### src/rtl/eco32_core_jpu_rdr.sv
// Jump-redirect buffer: one capture slot per hardware thread, round-robin
// arbitration into a single output register handshaked with the IFU.
package eco32_core_jpu_rdr_pkg;
  typedef struct packed {
    logic        evt_ack;
    logic [3:0]  asid;
    logic [1:0]  pid;
    logic [15:0] isw;
    logic [31:0] v_addr;
    logic        fault;
  } rdr_pl_t;
endpackage

module eco32_core_jpu_rdr_slot
  import eco32_core_jpu_rdr_pkg::*;
(
  input  logic    clk,
  input  logic    rst,
  input  logic    cap,
  input  logic    clr,
  input  logic    take,
  input  rdr_pl_t d,
  output logic    vld,
  output rdr_pl_t q
);
  // A capture wins over take/clear so a same-cycle move-out keeps the new entry.
  always_ff @(posedge clk) begin
    if (rst) begin
      vld <= 1'b0;
      q   <= '0;
    end else if (cap) begin
      vld <= 1'b1;
      q   <= d;
    end else if (clr || take) begin
      vld <= 1'b0;
    end
  end
endmodule

module eco32_core_jpu_rdr
  import eco32_core_jpu_rdr_pkg::*;
#(
  parameter bit ALIGN_CHK = 1'b1
) (
  input  logic        clk,
  input  logic        rst,
  input  logic        i_stb,
  input  logic        i_tid,
  input  logic        i_evt_ack,
  input  logic [3:0]  i_asid,
  input  logic [1:0]  i_pid,
  input  logic [15:0] i_isw,
  input  logic [31:0] i_v_addr,
  input  logic        i_flush,
  input  logic        i_flush_tid,
  input  logic        i_ack,
  output logic        o_req,
  output logic        o_tid,
  output logic        o_evt_ack,
  output logic [3:0]  o_asid,
  output logic [1:0]  o_pid,
  output logic [15:0] o_isw,
  output logic [31:0] o_v_addr,
  output logic        o_fault,
  output logic [1:0]  fco_thr_busy,
  output logic [15:0] o_drop_cnt
);
  localparam int NUM_THR = 2;

  rdr_pl_t                    pl_in;
  rdr_pl_t [NUM_THR-1:0]      slot_q;
  rdr_pl_t                    out_pl;
  logic    [NUM_THR-1:0]      slot_vld, cap, clr, take, cand;
  logic                       out_vld, out_tid, last_tid;
  logic                       out_kill, out_free, load, win, drop;

  always_comb begin
    pl_in         = '0;
    pl_in.evt_ack = i_evt_ack;
    pl_in.asid    = i_asid;
    pl_in.pid     = i_pid;
    pl_in.isw     = i_isw;
    pl_in.v_addr  = i_v_addr;
    pl_in.fault   = ALIGN_CHK && (i_v_addr[1:0] != 2'b00);
  end

  for (genvar t = 0; t < NUM_THR; t++) begin : g_thr
    // A flushed thread neither captures nor competes for the output this cycle.
    assign clr[t]  = i_flush && (i_flush_tid == 1'(t));
    assign cap[t]  = i_stb && (i_tid == 1'(t)) && !clr[t];
    assign cand[t] = slot_vld[t] && !clr[t];
    assign take[t] = load && (win == 1'(t));
    assign fco_thr_busy[t] = slot_vld[t] || (out_vld && (out_tid == 1'(t)));

    eco32_core_jpu_rdr_slot u_slot (
      .clk  (clk),
      .rst  (rst),
      .cap  (cap[t]),
      .clr  (clr[t]),
      .take (take[t]),
      .d    (pl_in),
      .vld  (slot_vld[t]),
      .q    (slot_q[t])
    );
  end

  assign out_kill = i_flush && out_vld && (out_tid == i_flush_tid);
  assign out_free = !out_vld || i_ack || out_kill;
  assign load     = out_free && (|cand);
  assign win      = (&cand) ? ~last_tid : cand[1];
  assign drop     = |(cap & slot_vld & ~take);

  always_ff @(posedge clk) begin
    if (rst) begin
      out_vld  <= 1'b0;
      out_tid  <= 1'b0;
      out_pl   <= '0;
      last_tid <= 1'b1;
    end else if (load) begin
      out_vld  <= 1'b1;
      out_tid  <= win;
      out_pl   <= slot_q[win];
      last_tid <= win;
    end else if (out_kill || i_ack) begin
      out_vld  <= 1'b0;
    end
  end

  always_ff @(posedge clk) begin
    if (rst)
      o_drop_cnt <= '0;
    else if (drop && (o_drop_cnt != 16'hFFFF))
      o_drop_cnt <= o_drop_cnt + 16'd1;
  end

  assign o_req     = out_vld;
  assign o_tid     = out_tid;
  assign o_evt_ack = out_pl.evt_ack;
  assign o_asid    = out_pl.asid;
  assign o_pid     = out_pl.pid;
  assign o_isw     = out_pl.isw;
  assign o_v_addr  = out_pl.v_addr;
  assign o_fault   = out_pl.fault;
endmodule

### config.mk
export PLATFORM = sky130hd
export DESIGN_NAME = eco32_core_jpu_rdr
export DESIGN_NICKNAME = d
export VERILOG_FILES = /design/src/rtl/eco32_core_jpu_rdr.sv
export SDC_FILE = /design/constraint.sdc
export NUM_CORES = 1
export LEC_CHECK = 0
export BUFFER_PORTS_ARGS = -buffer_cell sky130_fd_sc_hd__buf_2
export CORE_MARGIN = 8
export CORE_UTILIZATION = 53
export DETAILED_ROUTE_END_ITERATION = 6
export GPL_ROUTABILITY_DRIVEN = 1
export GPL_TIMING_DRIVEN = 0
export PLACE_DENSITY_LB_ADDON = 0.1
export SLEW_MARGIN = 10
export SYNTH_ARGS = -nofsm -noshare
export SYNTH_HDL_FRONTEND = slang
export SYNTH_SLANG_ARGS = --single-unit
### constraint.sdc
create_clock -name clk -period 2.7 [get_ports clk]
set_input_delay 0.405 -clock clk [delete_from_list [all_inputs] [get_ports clk]]
set_output_delay 0.405 -clock clk [all_outputs]
set_load 0.02 [all_outputs]
# Word-level counts from Yosys, hierarchy flattened
# Index checks and enable logic that the tools add are counted.
totals:
  elab_cells: 78
  ff_bits: 189
  in_bits: 62
classes:
  eq_ne: 2
  bitwise: 8
  mux: 9
  n_reduce_logical: 33
  n_addsub: 1
  n_lt_le_gt_ge: 1
op_table:
  columns: ["op", "count"]
  rows:
  - ["2-to-1 mux 56 bit", 2]
  - ["adder 16 x 1 -> 16 bit, second input constant", 1]
  - ["logical AND 1 bit", 16]
  - ["!= test 16 bit, second input constant", 1]
  - ["nonzero test 2 bit", 4]
  - ["logical OR 1 bit", 7]
  - ["2-to-1 mux 1 bit", 7]
  - ["inverter 1 bit", 5]
  - ["bitwise AND 2 bit", 2]
  - ["OR reduction 2 bit", 2]
  - ["zero test 1 bit", 3]
  - ["less-than comparator 1 x 2 -> 1 bit, second input constant", 1]
  - ["inverter 2 bit", 1]
  - ["AND reduction 2 bit", 1]
  - ["equality test 1 bit", 1]

# Depth between registers and ports, before layout
# Gate-level depths: netlist of run 1.
depth:
  word_depth: 12
  depth_mapped: 9

# Hierarchy
# From an unflattened synthesis of run 1, not the netlist that was laid out.
unflattened:
  cells_unflattened: 695
  area_unflattened_um2: 7359.6
by_module_without_submodules:
  columns: ["module", "seq_area_each_um2", "cells_per_inst", "area_per_inst_um2", "n_inst"]
  rows:
  - ["eco32_core_jpu_rdr_slot", 1141.1, 185, 2060.7, 2]
  - ["eco32_core_jpu_rdr", 1501.4, 325, 3238.1, 1]

# Least setup slack after synthesis of run 1
# No wires, ideal clock.
synth_timing:
  path_type: "input to register"
  from: "input port i_flush"
  to: "register o_drop_cnt[7]"
  path_stages: 7
  required_time_ps: 2577
  arrival_ps: 1922
  n_path_buf: 2
  setup_slack_ps: 655
  path_cell_list: "buf_2 > or3b_1 > o2111ai_1 > a21oi_1 > buf_2 > nor4b_2 > mux2_1"
synth_via:
  elab_chain_len: 11
synth_rtl:
  columns: ["item", "line", "text"]
  rows:
  - ["start, declared", "54", "input logic i_flush,"]
  - ["logical AND 1 bit", "89", "assign clr[t] = i_flush && (i_flush_tid == 1'(t));"]
  - ["zero test 1 bit", "90, 91", null]
  - ["logical AND 1 bit", "91", "assign cand[t] = slot_vld[t] && !clr[t];"]
  - ["AND reduction 2 bit", "110", "assign win = (&cand) ? ~last_tid : cand[1];"]
  - ["2-to-1 mux 1 bit", "110", null]
  - ["inverter 1 bit", "92", "assign take[t] = load && (win == 1'(t));"]
  - ["logical AND 1 bit", "92", null]
  - ["inverter 2 bit", "111", "assign drop = |(cap & slot_vld & ~take);"]
  - ["bitwise AND 2 bit (*)", "111", null]
  - ["OR reduction 2 bit (*)", "111", null]
  - ["logical AND 1 bit (*)", "132", "else if (drop && (o_drop_cnt != 16'hFFFF))"]
  - ["end signal, assigned", "133", "o_drop_cnt <= o_drop_cnt + 16'd1;"]
  - ["end, declared", "66", "output logic [15:0] o_drop_cnt"]
# Mark *: on every way between the ends. The rest lies on a longest branch, timed or not.
# A chain may end at the register's enable or synchronous reset.

# Final worst setup path of run 1
layout_timing:
  from: "register out_tid, in the netlist o_tid"
  to: "register out_pl (netlist bit o_isw[8])"
layout_via:
  elab_chain_len: 4
layout_rtl:
  columns: ["item", "line", "text"]
  rows:
  - ["start, declared", "74", "logic out_vld, out_tid, last_tid;"]
  - ["start signal, assigned", "121", "out_tid <= win;"]
  - ["equality test 1 bit", "107", "assign out_kill = i_flush && out_vld && (out_tid == i_flush_tid);"]
  - ["logical AND 1 bit", "107", null]
  - ["logical OR 1 bit", "108", "assign out_free = !out_vld || i_ack || out_kill;"]
  - ["logical AND 1 bit", "109", "assign load = out_free && (|cand);"]
  - ["end signal, assigned", "122", "out_pl <= slot_q[win];"]
  - ["end, declared", "72", "rdr_pl_t out_pl;"]
# No other way between the ends.

==> summary.md, run 1 <==
| Metric | Value |
|---|---|
| Fraction of final layout cells sized beyond drive strength 1 | around 17% |
| # H-tree levels | 4 |
| Clk slew on worst S/H paths | ~70 ps |
| Final setup viols | 0 |
| Final instance area | about 8900 µm² |
| Post-DP Area | about 8300 µm² |
| RSZ-0062 raised after global routing | no |
| Ys async rst share | 0% |
| Most frequent cells after synthesis | 227 x nand2_1, 189 x dfxtp_1, 122 x a21oi_1 |
| Final Skew | 8.109 ps |
| Top Ports | about 140 |
| Largest area contributor in the netlist | dfxtp_1 |
| Remaining antenna violation count | 0 |
| WP buf/inv | 3 |
| First-pass DRT Iterations | 4 |
| Layout Utilization | about 65% |
| CP dominant cell by count | clkbuf_1 |
| Synth unique cells | 48 |
| Min Clock Period, post-route | about 2400 ps |
| Most common flop cell mapped by yosys | dfxtp_1 |
| Num Clock Sinks | ~190 |
| Synth Area per Inst | between 8 and 9 µm² |
| Fmax | between 400 and 500 MHz |
| Critical path required time | slightly above 3000 ps |
| Core area | between 10,000 and 15,000 µm² |
| Hold Path Stages | 3 |
| Area contributors post-synth | dfxtp_1 51%, nand2_1 11%, a21oi_1 8.2% |
| Mapped cell area | roughly 7400 µm² |
| RR Endpoint | o_isw[8]$_SDFFE_PP0P_ |
| Setup WS pre-CTS | ~210 ps |
| Hold Path Class | input pin to flip-flop |
| Worst Slack Setup Final | approximately 320 ps |
| Outcome | finished clean |
| Number of warnings issued by yosys | 0 |
| GRT overflow | 0 |
| Port buffer count | approximately 140 |
| # fillers | 1,286 |
| Critical path's largest stage delay | ~500 ps |
| Hpwl dp | around 15,000 µm |
| Synthesized instance count | between 800 and 900 |
| Cell Rows | 43 |
| Power density cells | between 600 and 700 nW/µm² |
| Pleak | ~0.0035 µW |
| Worst reg-to-reg setup slack | 320 ps |
| Initial antenna violation count | 1 |
| Max Root-Sink Buffers | 2 |
| Clock Latency Late Sink | 430 ps |
| Root Buffer | clkbuf_16 |
| Top delay family on crit path | buffers and inverters |
| Total GRT Usage | around a quarter |
| Starting Density | 53.85% |
| Most common cell in the netlist | nand2_1 |
| Max VDD drop | slightly above 0.6 mV |
| Measured slew at the worst slew-check pin | a little over 600 ps |
| Final wirelength | between 20,000 and 25,000 µm |
| Synth-to-Final Area Change | 20.04% |
| Die area | 18,040 µm² |
| Total CTS buffers | 17 |
| Post-synth top area share | 51.01% |
| EDFF count, synth | 0 |
| DRT iter0 DRCs | roughly 460 |
| Worst hold start | i_v_addr[11] |
| Routability cong. | ~0.9 |
| DR WL/cell | between 15 and 20 µm |
| Crit share post-route | between 80 and 90% |
| Drt drc | 0 |
| Vias/cell | between 5 and 6 |
| Critical path launch point type | flip-flop |
| Post-synthesis sequential area ratio | between 50 and 60% |
| WS Path Type | flip-flop to flip-flop |
| Seq cells post-synth | 189 |
| First-pass GRT wire length | 33,870 µm |
| Post-CTS Hold Fix Bufs | 0 |
| Vias | 6,973 |
| Final net count | 1,109 |
| Max-Cap Viols | 0 |
| Post-CTS Setup Bufs | 0 |
| Hold endpoint | g_thr[1].u_slot.q[12]$_SDFFE_PP0P_ |
| Critical path cell sequence | xnor2_1 > a211o_1 > clkbuf_1 > clkbuf_1 > buf_1 > a22oi_1 > nor2_1 |
| Syn nets | 954 |
| CTS tree | done |
| Crit end category | flip-flop |
| Worst path slowest cell | buf_1 |
| Largest net degree at the start of global routing | 17 |
| Die W | about 130 µm |
| Count of pins over their slew limit | 0 |
| Worst reg2reg path depth | 7 |
| Fin. Hold Viols | 0 |
| Hold WS | 216.5 ps |
| Reg2reg start | o_tid$_SDFFE_PP0P_ |
| Rel. slew slack | between 50 and 60% |
| Post_cts resized | 0 |
| Fin Setup TNS | 0 ps |
| CP arrival | approximately 2800 ps |
| Die Span Y | about 130 µm |
| Number of global-route vias before repair | around 6,800 |
| Crit Path Max Fanout | 10 |
[worst max path at each step]
stage                                   from                         end  slack (ps)  cells after the start
after floorplan                      i_flush  o_drop_cnt[7]$_SDFFE_PP0P_         660                      7
after global placement               i_flush   o_v_addr[25]$_SDFFE_PP0P_         280                      9
after detailed placement             i_flush       o_isw[8]$_SDFFE_PP0P_         210                      8
after CTS                 o_tid$_SDFFE_PP0P_       o_isw[7]$_SDFFE_PP0P_         310                      7
after global routing      o_tid$_SDFFE_PP0P_       o_isw[5]$_SDFFE_PP0P_         150                      7
final                     o_tid$_SDFFE_PP0P_       o_isw[8]$_SDFFE_PP0P_         320                      7
[where the power goes]
part           switching (µW)  internal, µW  leakage (µW)
combinational             329           150       0.00172
clock                    1060          1410      0.000283
sequential               49.1          2880       0.00153
total                    1430          4430       0.00353
[layout by cell type, fill, tap and decap left out, types with 5 or more instances in the layout]
cell,Yosys,layout
a22o_1,56,56
buf_1,11,11
clkinv_2,0,5
nand3_1,7,7
clkbuf_16,0,17
a21oi_1,122,122
nor2b_1,7,7
nor2_1,69,69
a22oi_1,56,56
dfxtp_1,189,189
mux2_1,7,7
buf_2,12,148
clkbuf_1,52,54
nand2_1,227,227
nor3_1,9,9
[tightest hold or removal path, cell delays in order]
cell and delay (ps):
buf_2 100, nand2_1 50, a21oi_1 50
[flip-flops by register name, indices dropped and copies added, names as in the netlist]
| register | flops |
|---|---|
| o_asid | 4 |
| o_v_addr | 32 |
| last_tid | 1 |
| o_drop_cnt | 16 |
| o_evt_ack | 1 |
| o_isw | 16 |
| g_thr.u_slot.q | 112 |
| o_req | 1 |
| o_pid | 2 |
| g_thr.u_slot.vld | 2 |
| o_fault | 1 |
| o_tid | 1 |
[cells by family (layout without fill, tap and decap cells)]
logic type                 Yosys count  in the layout  share of synthesized area (%)
muxes                                8              8                          1.198
buffers and inverters               80            248                          4.352
and+or+nand+nor                    346            346                          19.28
adders and majority gates            1              1                         0.1687
DFF                                189            189                          51.01
other                                0              1                              0
xor gates and xnor gates             2              2                         0.2362
AOI/OAI and AO/OA                  265            265                          23.75
[per-layer routing]
layer	GRT usage, %	up-vias	part of all wire (%)
li1	-	3408	-
met1	27.96	3282	43
met2	38.73	247	48
met3	6.358	36	7.5
met4	9.545	0	2.1
met5	0	-	0
[final cells by class]
cell class | count | area (µm²) | share of cell area, %
multi-input cells | 622 | 3311 | 37.18
plain buffers | 76 | 307.8 | 3.457
diodes | 1 | 2.502 | 0.02811
flip-flops and latches | 189 | 3784 | 42.50
inverters | 4 | 15.01 | 0.1686
repair buffers | 136 | 680.7 | 7.645
well taps | 180 | 225.2 | 2.530
clock inverters | 11 | 117.6 | 1.321
clock buffers | 21 | 460.4 | 5.171
[per-stage QoR]
stage | total power (µW) | cells
CTS | 5894 | 1239
global placement | 3452 | 1207
detailed placement | 3462 | 1207
global route | 6063 | 1239
finish | 5868 | 1240
floorplan | 3265 | 891
(Power assumes the default switching activity.)
==> run 2, diff against run 1 <==
- CELL_PAD_IN_SITES_DETAIL_PLACEMENT: not set -> 2
- CELL_PAD_IN_SITES_GLOBAL_PLACEMENT: not set -> 2
- CORE_UTILIZATION: 53 -> 35
- CTS_CLUSTER_SIZE: not set -> 25
- SYNTH_HIERARCHICAL: not set -> 1
==> summary.md, run 2 <==
| Metric | Value |
|---|---|
| Post-synthesis sequential area ratio | 51.41% (+0.40 points) |
| Synth Area per Inst | 10.59 µm² (+27%) |
| Most frequent cells after synthesis | 189 x dfxtp_1, 127 x nor2_1, 113 x mux2i_1 |
| Area contributors post-synth | dfxtp_1 51%, mux2i_1 15%, o2bb2ai_1 6.7% |
| Mux cell area share after synthesis | 15.67% (+14 points) |
| Post-DP Area | 8389 µm² (+0.80%) |
| Post-synth top area share | 51.41% (+0.40 points) |
| CTS tree | done |
| Power density cells | 670.8 nW/µm² (+1.8%) |
| Crit Path Max Fanout | 10 (unchanged) |
| RR Endpoint | o_isw[14]$_SDFFE_PP0N_ |
| Fraction of final layout cells sized beyond drive strength 1 | 23.64% (+6.5 points) |
| Max Root-Sink Buffers | 2 (unchanged) |
| Critical path launch point type | flip-flop |
| Clk pwr share | 41.5% (-0.5 points) |
| First-pass DRT Iterations | 4 (unchanged) |
| WP buf/inv | 3 (unchanged) |
| Number of global-route vias before repair | 6,893 (+1.7%) |
| Largest register FFs | 112 (unchanged) |
| Final setup viols | 0 (unchanged) |
| Max VDD drop | 0.3883 mV (-36%) |
| Rel. slew slack | 56.40% (-3.0 points) |
| Vias | 5,890 (-16%) |
| Initial antenna violation count | 1 (unchanged) |
| Max-Cap Viols | 0 (unchanged) |
| Final instance area | 8979 µm² (+0.84%) |
| # fillers | 2,272 (+77%) |
| Syn nets | 758 (-21%) |
| Most common cell in the netlist | dfxtp_1 |
| Hold Path Class | input pin to flip-flop |
| Final wirelength | 23,520 µm (+11%) |
| Largest family of logic cells by synthesized area | multiplexers |
| Die W | 161.0 µm (+20%) |
| Post-Synth Adder-Cell Area | 0.1700% (+0.0013 points) |
| Reg2reg start | o_tid$_SDFFE_PP0N_ |
| Top Ports | 138 (unchanged) |
| DRT iter0 DRCs | 158 (-66%) |
| Largest net degree at the start of global routing | 19 (+2) |
| Post_cts resized | 0 (unchanged) |
| Total GRT Usage | 18.37% (-5.0 points) |
| Synthesized instance count | 695 (-22%) |
| Crit end category | flip-flop |
| Seq cells post-synth | 189 (unchanged) |
| Storage element area | 3784 µm² (unchanged) |
| Core area | 20,820 µm² (+51%) |
| GRT overflow | 0 (unchanged) |
| Seq pwr share | 48.9% (-0.9 points) |
| Synth-to-Final Area Change | 22.00% |
| CP endpoint | o_isw[14]$_SDFFE_PP0N_ |
| Root Buffer | clkbuf_16 |
| Biggest register | g_thr.u_slot/q |
| Total power | 6023 µW (+2.6%) |
| Fin. Hold Viols | 0 (unchanged) |
| Measured slew at the worst slew-check pin | 654.1 ps (+45.54 ps) |
| Commonest non-fill, non-tap cell in the layout | dfxtp_1 |
| Count of pins over their slew limit | 0 (unchanged) |
| # H-tree levels | 4 (unchanged) |
| Post-Synth XOR/XNOR Area | 1.309% (+1.1 points) |
| Worst reg-to-reg setup slack | 200 ps (-110 ps) |
| Outcome | finished clean |
| WS Path Type | flip-flop to flip-flop |
| DR WL/cell | 20.65 µm (+21%) |
| Die area | 25,920 µm² (+44%) |
| Die Span Y | 161.0 µm (+20%) |
| Sw power | 1608 µW (+12%) |
| Hpwl dp | 16,820 µm (+14%) |
| Post-CTS Setup Bufs | 0 (unchanged) |
| Largest area contributor in the netlist | dfxtp_1 |
| Compound-Gate Fraction of Synth Area | 15.66% (-8.1 points) |
| Routability cong. | 0.7260 (-17%) |
| Worst reg2reg path depth | 7 (unchanged) |
| Cell Rows | 53 (+23%) |
| Crit path from | o_tid$_SDFFE_PP0N_ |
| Synth unique cells | 47 (-2.1%) |
| Sw frac | 26.70% (+2.2 points) |
| Min Clock Period, post-route | 2498 ps (+114.7 ps) |
| Most frequent cells in the layout | 189 x dfxtp_1, 144 x buf_2, 127 x nor2_1 |
| Critical path required time | 2990 ps (-80 ps) |
| Combinational share of power | 9.6% (+1.4 points) |
| Top delay family on crit path | buffers and inverters |
| CP dominant cell by count | buf_2 |
| Cell internal pwr | 4415 µW (-0.41%) |
| Crit share post-route | 92.50% (+4.2 points) |
| Ys async rst share | 0% (unchanged) |
| Pleak | 0.003581 µW (+1.3%) |
| Port buffer count | 137 (+0.74%) |
| Critical path's largest stage delay | 510 ps (about the same) |
| Total CTS buffers | 17 (unchanged) |
| Multi-input logic area | 3171 µm² (-4.2%) |
| Clk slew on worst S/H paths | 80 ps (about the same) |
| Num Clock Sinks | 189 (unchanged) |
| Final net count | 914 (-18%) |
| Number of warnings issued by yosys | 6 (+6) |
| Final Skew | 13.27 ps (+5.165 ps) |
| EDFF count, synth | 0 (unchanged) |
| Post-CTS Hold Fix Bufs | 0 (unchanged) |
| RSZ-0062 raised after global routing | no |
| Mapped cell area | 7360 µm² (-0.78%) |
| Most common flop cell mapped by yosys | dfxtp_1 |
| First-pass GRT wire length | 38,090 µm (+12%) |
| CP arrival | 2790 ps (+40 ps) |
| Synth Area in Simple Gates | 10.27% (-9.0 points) |
| Starting Density | 35.34% (-19 points) |
| Critical path cell sequence | xnor2_1 > a21oi_1 > buf_2 > or2_2 > buf_2 > buf_1 > o2bb2ai_1 |
| Clock Latency Late Sink | 430 ps (about the same) |
| Drt drc | 0 (unchanged) |
| Vias/cell | 5.171 (-8.0%) |
| Remaining antenna violation count | 0 (unchanged) |
| Worst path slowest cell | buf_1 |
| Fmax | 400.4 MHz (-4.6%) |
| Crit path depth | 7 (unchanged) |
-- run 2: cell count changes after synthesis, moves of 5 or more --
cell | previous run | this run
a22o_1 | 56 | 0
buf_12 | 0 | 8
mux2_1 | 7 | 0
xor2_1 | 0 | 10
nor3_1 | 9 | 1
mux2i_1 | 1 | 113
nor2_1 | 69 | 127
a21oi_1 | 122 | 11
o2bb2ai_1 | 0 | 56
nand2_1 | 227 | 8
buf_2 | 12 | 7
clkbuf_1 | 52 | 22
-- run 2: logic make-up (layout without fill, tap and decap cells) --
logic type               Yosys count  after routing
multiplexers                     115            115
adder cells (fa/ha/maj)            1              1
flip-flops                       189            189
buffers and inverters             61            229
AND/OR/NAND/NOR                  172            172
other                              0              1
XOR/XNOR                          11             11
AO/OA/AOI/OAI                    146            146
-- run 2: tightest hold or removal path: stages --
cell and delay (ps):
buf_2 90, mux2i_1 60, nor2_1 70
-- run 2: final cells by class --
cell class / count / area share (%)
diodes: 1 / 0.02787
clock buffers: 17 / 4.738
well taps: 275 / 3.832
inverters: 7 / 0.2926
flip-flops and latches: 189 / 42.14
plain buffers: 54 / 4.278
multi-input cells: 445 / 35.31
clock inverters: 14 / 1.742
repair buffers: 137 / 7.637
-- run 2: power groups by stage --
stage / sequential [µW] / clock, µW / combinational, µW
final: 2940 / 2500 / 576
after global routing: 2950 / 2680 / 631
after CTS: 2950 / 2570 / 587
after detailed placement: 3010 / 0 / 582
after global placement: 3000 / 0 / 558
after floorplan: 3010 / 0 / 341
-- run 2: per-layer routing --
metal	up-vias	part of all wire (%)	track usage (%)
li1	2800	-	-
met5	-	0	0
met4	0	0.99	5.513
met1	2960	42	21.04
met2	109	53	33.73
met3	21	3.8	3.665
-- run 2: stage by stage --
step / cells / setup TNS (ps) / worst slack, ps / hold WS (ps) / utilization, %
2_1_floorplan: 695 / 0 / 648.5 / 436.2 / -
3_3_place_gp: 1107 / -60.75 / -60.75 / 439.1 / 40.29
3_5_place_dp: 1107 / -86.04 / -68.69 / 441.1 / 40.29
4_1_cts: 1138 / 0 / 32.67 / 217.1 / 43.08
5_1_grt: 1139 / 0 / 0.9817 / 220.7 / 43.12
6_report: 1139 / 0 / 202.4 / 225.2 / 43.12
-- run 2: worst min-delay path by stage --
stage,depth (start not counted),slack [ps],from,end
floorplan,1,440,last_tid$_SDFFE_PP1N_,last_tid$_SDFFE_PP1N_
global placement,1,440,o_v_addr[24]$_SDFFE_PP0N_,o_v_addr[24]$_SDFFE_PP0N_
detailed placement,1,440,o_v_addr[17]$_SDFFE_PP0N_,o_v_addr[17]$_SDFFE_PP0N_
CTS,3,220,i_v_addr[16],g_thr[1].u_slot/q[17]$_SDFFE_PP0P_
global route,3,220,i_v_addr[15],g_thr[1].u_slot/q[16]$_SDFFE_PP0P_
finish,3,230,i_v_addr[16],g_thr[1].u_slot/q[17]$_SDFFE_PP0P_
==> run 3, diff against run 2 <==
- REMOVE_ABC_BUFFERS: not set -> 1
==> summary.md, run 3 (synthesis results as in run 2) <==
| Metric | Value |
|---|---|
| Outcome | finished clean |
| Crit path from | o_tid$_SDFFE_PP0N_ |
| Total GRT Usage | 17.96% (-0.41 points) |
| Worst reg-to-reg setup slack | 200 ps (about the same) |
| Number of global-route vias before repair | 6,755 (-2.0%) |
| Starting Density | 35.34% (unchanged) |
| Hold WS | 218.8 ps (-6.364 ps) |
| Rel. slew slack | 53.85% (-2.5 points) |
| Cell internal pwr | 4456 µW (+0.93%) |
| Drt drc | 0 (unchanged) |
| Measured slew at the worst slew-check pin | 692.2 ps (+38.12 ps) |
| Largest register FFs | 112 (unchanged) |
| Power density cells | 683.8 nW/µm² (+1.9%) |
| Largest net degree at the start of global routing | 83 (+64) |
| Inst Count DP | 1,070 (-3.3%) |
| Fin. Hold Viols | 0 (unchanged) |
| Cell Rows | 53 (unchanged) |
| CP endpoint | o_v_addr[7]$_SDFFE_PP0N_ |
| Final wirelength | 23,000 µm (-2.2%) |
| Biggest register | g_thr.u_slot/q |
| Top Ports | 138 (unchanged) |
| CP arrival | 2870 ps (+80 ps) |
| Max VDD drop | 0.4016 mV (+3.4%) |
| Final setup viols | 0 (unchanged) |
| # H-tree levels | 4 (unchanged) |
| Vias | 5,824 (-1.1%) |
| Hold Path Class | input pin to flip-flop |
| Combinational share of power | 9.5% (about the same) |
| DRT iter0 DRCs | 196 (+24%) |
| Multi-input logic area | 3207 µm² (+1.1%) |
| Num Clock Sinks | 189 (unchanged) |
| # fillers | 2,202 (-3.1%) |
| Critical path required time | 3070 ps (+80 ps) |
| Port buffer count | 137 (unchanged) |
| Seq pwr share | 48.1% (-0.8 points) |
| First-pass GRT wire length | 37,130 µm (-2.5%) |
| Clk pwr share | 42.5% (+1.0 points) |
| Clk slew on worst S/H paths | 80 ps (about the same) |
| Root Buffer | clkbuf_16 |
| DR WL/cell | 20.87 µm (+1.1%) |
| Max-Cap Viols | 0 (unchanged) |
| Count of pins over their slew limit | 0 (unchanged) |
| Total power | 6126 µW (+1.7%) |
| Critical path launch point type | flip-flop |
| CTS tree | done |
| Crit end category | flip-flop |
| Max Root-Sink Buffers | 2 (unchanged) |
| Crit Path Max Fanout | 26 (+16) |
| Final non-filler cell total | 1,102 (-3.2%) |
| First-pass DRT Iterations | 5 (+1) |
| Routability cong. | 0.7714 (+6.3%) |
| RR Endpoint | o_v_addr[7]$_SDFFE_PP0N_ |
| Post-CTS Hold Fix Bufs | 0 (unchanged) |
| Fraction of final layout cells sized beyond drive strength 1 | 24.43% (+0.79 points) |
| Storage element area | 3784 µm² (unchanged) |
| Ant. Diodes | 0 (-1) |
| Worst reg2reg path depth | 7 (unchanged) |
| Initial antenna violation count | 4 (+3) |
| Post-CTS Setup Bufs | 0 (unchanged) |
| Die Span Y | 161.0 µm (unchanged) |
| Fmax | 400.3 MHz (about the same) |
| Most frequent cells in the layout | 189 x dfxtp_1, 136 x buf_2, 126 x nor2_1 |
| Final net count | 877 (-4.0%) |
| WS Path Type | flip-flop to flip-flop |
| Synth-to-Final Area Change | 21.73% |
| Commonest non-fill, non-tap cell in the layout | dfxtp_1 |
| Sw frac | 27.26% (+0.56 points) |
| Crit share post-route | 92.53% (about the same) |
| Hpwl dp | 15,440 µm (-8.2%) |
| Vias/cell | 5.285 (+2.2%) |
| Clock Latency Late Sink | 440 ps (about the same) |
| Remaining antenna violation count | 0 (unchanged) |
| Pleak | 0.003561 µW (-0.54%) |
| Final Skew | 10.91 ps (-2.366 ps) |
| Sw power | 1670 µW (+3.9%) |
| Die area | 25,920 µm² (unchanged) |
| Core area | 20,820 µm² (unchanged) |
| GRT overflow | 0 (unchanged) |
| Die W | 161.0 µm (unchanged) |
| Total CTS buffers | 17 (unchanged) |
| Reg2reg start | o_tid$_SDFFE_PP0N_ |
| Min Clock Period, post-route | 2498 ps (+0.7160 ps) |
| RSZ-0062 raised after global routing | no |
-- run 3: cell count changes in the layout (fill, tap and decap cells not counted), moves of 2 or more --
cell      previous run  this run
clkinv_4             4         2
buf_12               8         2
clkbuf_1            19         0
buf_6                3         5
and3_4               0         2
buf_1                9         0
inv_6                2         4
clkinv_8             1         4
buf_2              144       136
clkbuf_2             4         0
and3_1               5         3
buf_16               0         6
-- run 3: power by group through the flow --
stage | registers [µW] | logic [µW] | clock network [µW]
5_1_grt | 2960 | 632 | 2800
3_5_place_dp | 3010 | 586 | 0
6_report | 2940 | 580 | 2600
3_3_place_gp | 3000 | 544 | 0
2_1_floorplan | 3010 | 295 | 0
4_1_cts | 2940 | 590 | 2680
-- run 3: layout make-up --
class	instances	share of cell area, %
sequential	189	42.23
inverter	7	0.2933
clock buffer	17	4.749
timing repair buffer	154	10.94
tap	275	3.841
multi-input combinational	445	35.80
clock inverter	15	2.151
-- run 3: metal layers --
metal	share of wire (%)	routed length, µm	track usage [%]
met1	42	9590	20.26
met2	51	11820	31.80
met3	5.3	1208	5.599
met4	1.5	335	5.471
met5	0.20	47	0
-- run 3: how the worst min path moves through the flow --
stage                                    from  cells after the start                                 end
finish                               i_pid[1]                      3  g_thr[1].u_slot/q[50]$_SDFFE_PP0P_
global route                         i_isw[4]                      3  g_thr[1].u_slot/q[37]$_SDFFE_PP0P_
CTS                               i_v_addr[7]                      3   g_thr[0].u_slot/q[8]$_SDFFE_PP0P_
detailed placement  o_v_addr[14]$_SDFFE_PP0N_                      1           o_v_addr[14]$_SDFFE_PP0N_
global placement     o_v_addr[6]$_SDFFE_PP0N_                      1            o_v_addr[6]$_SDFFE_PP0N_
floorplan               last_tid$_SDFFE_PP1N_                      1               last_tid$_SDFFE_PP1N_
-- run 3: worst max-delay path, stage by stage (launching register included) --
cell and delay (ps):
dfxtp_1 430, xnor2_1 130, a21oi_2 560, or2_2 280, nor2b_4 410, buf_12 270
buf_16 190, o2bb2ai_1 130
-- run 3: through the flow --
step | util (%) | instance area [µm²] | setup WS, ps | TNS, ps
detailed placement | 40.04 | 8337 | -336.7 | -9243
global placement | 38.47 | 8010 | -8340 | -848130
floorplan | - | 6980 | -4360 | -311690
finish | 43.02 | 8959 | 201.7 | 0
CTS | 43.02 | 8959 | 195.7 | 0
global route | 43.02 | 8959 | 65.59 | 0
-- run 3: repair_timing --
action | 4_1_cts | 5_1_grt
resized for setup | 1 | 0
hold endpoints to repair | 0 | 0
endpoints found under the setup margin | 21 | 0
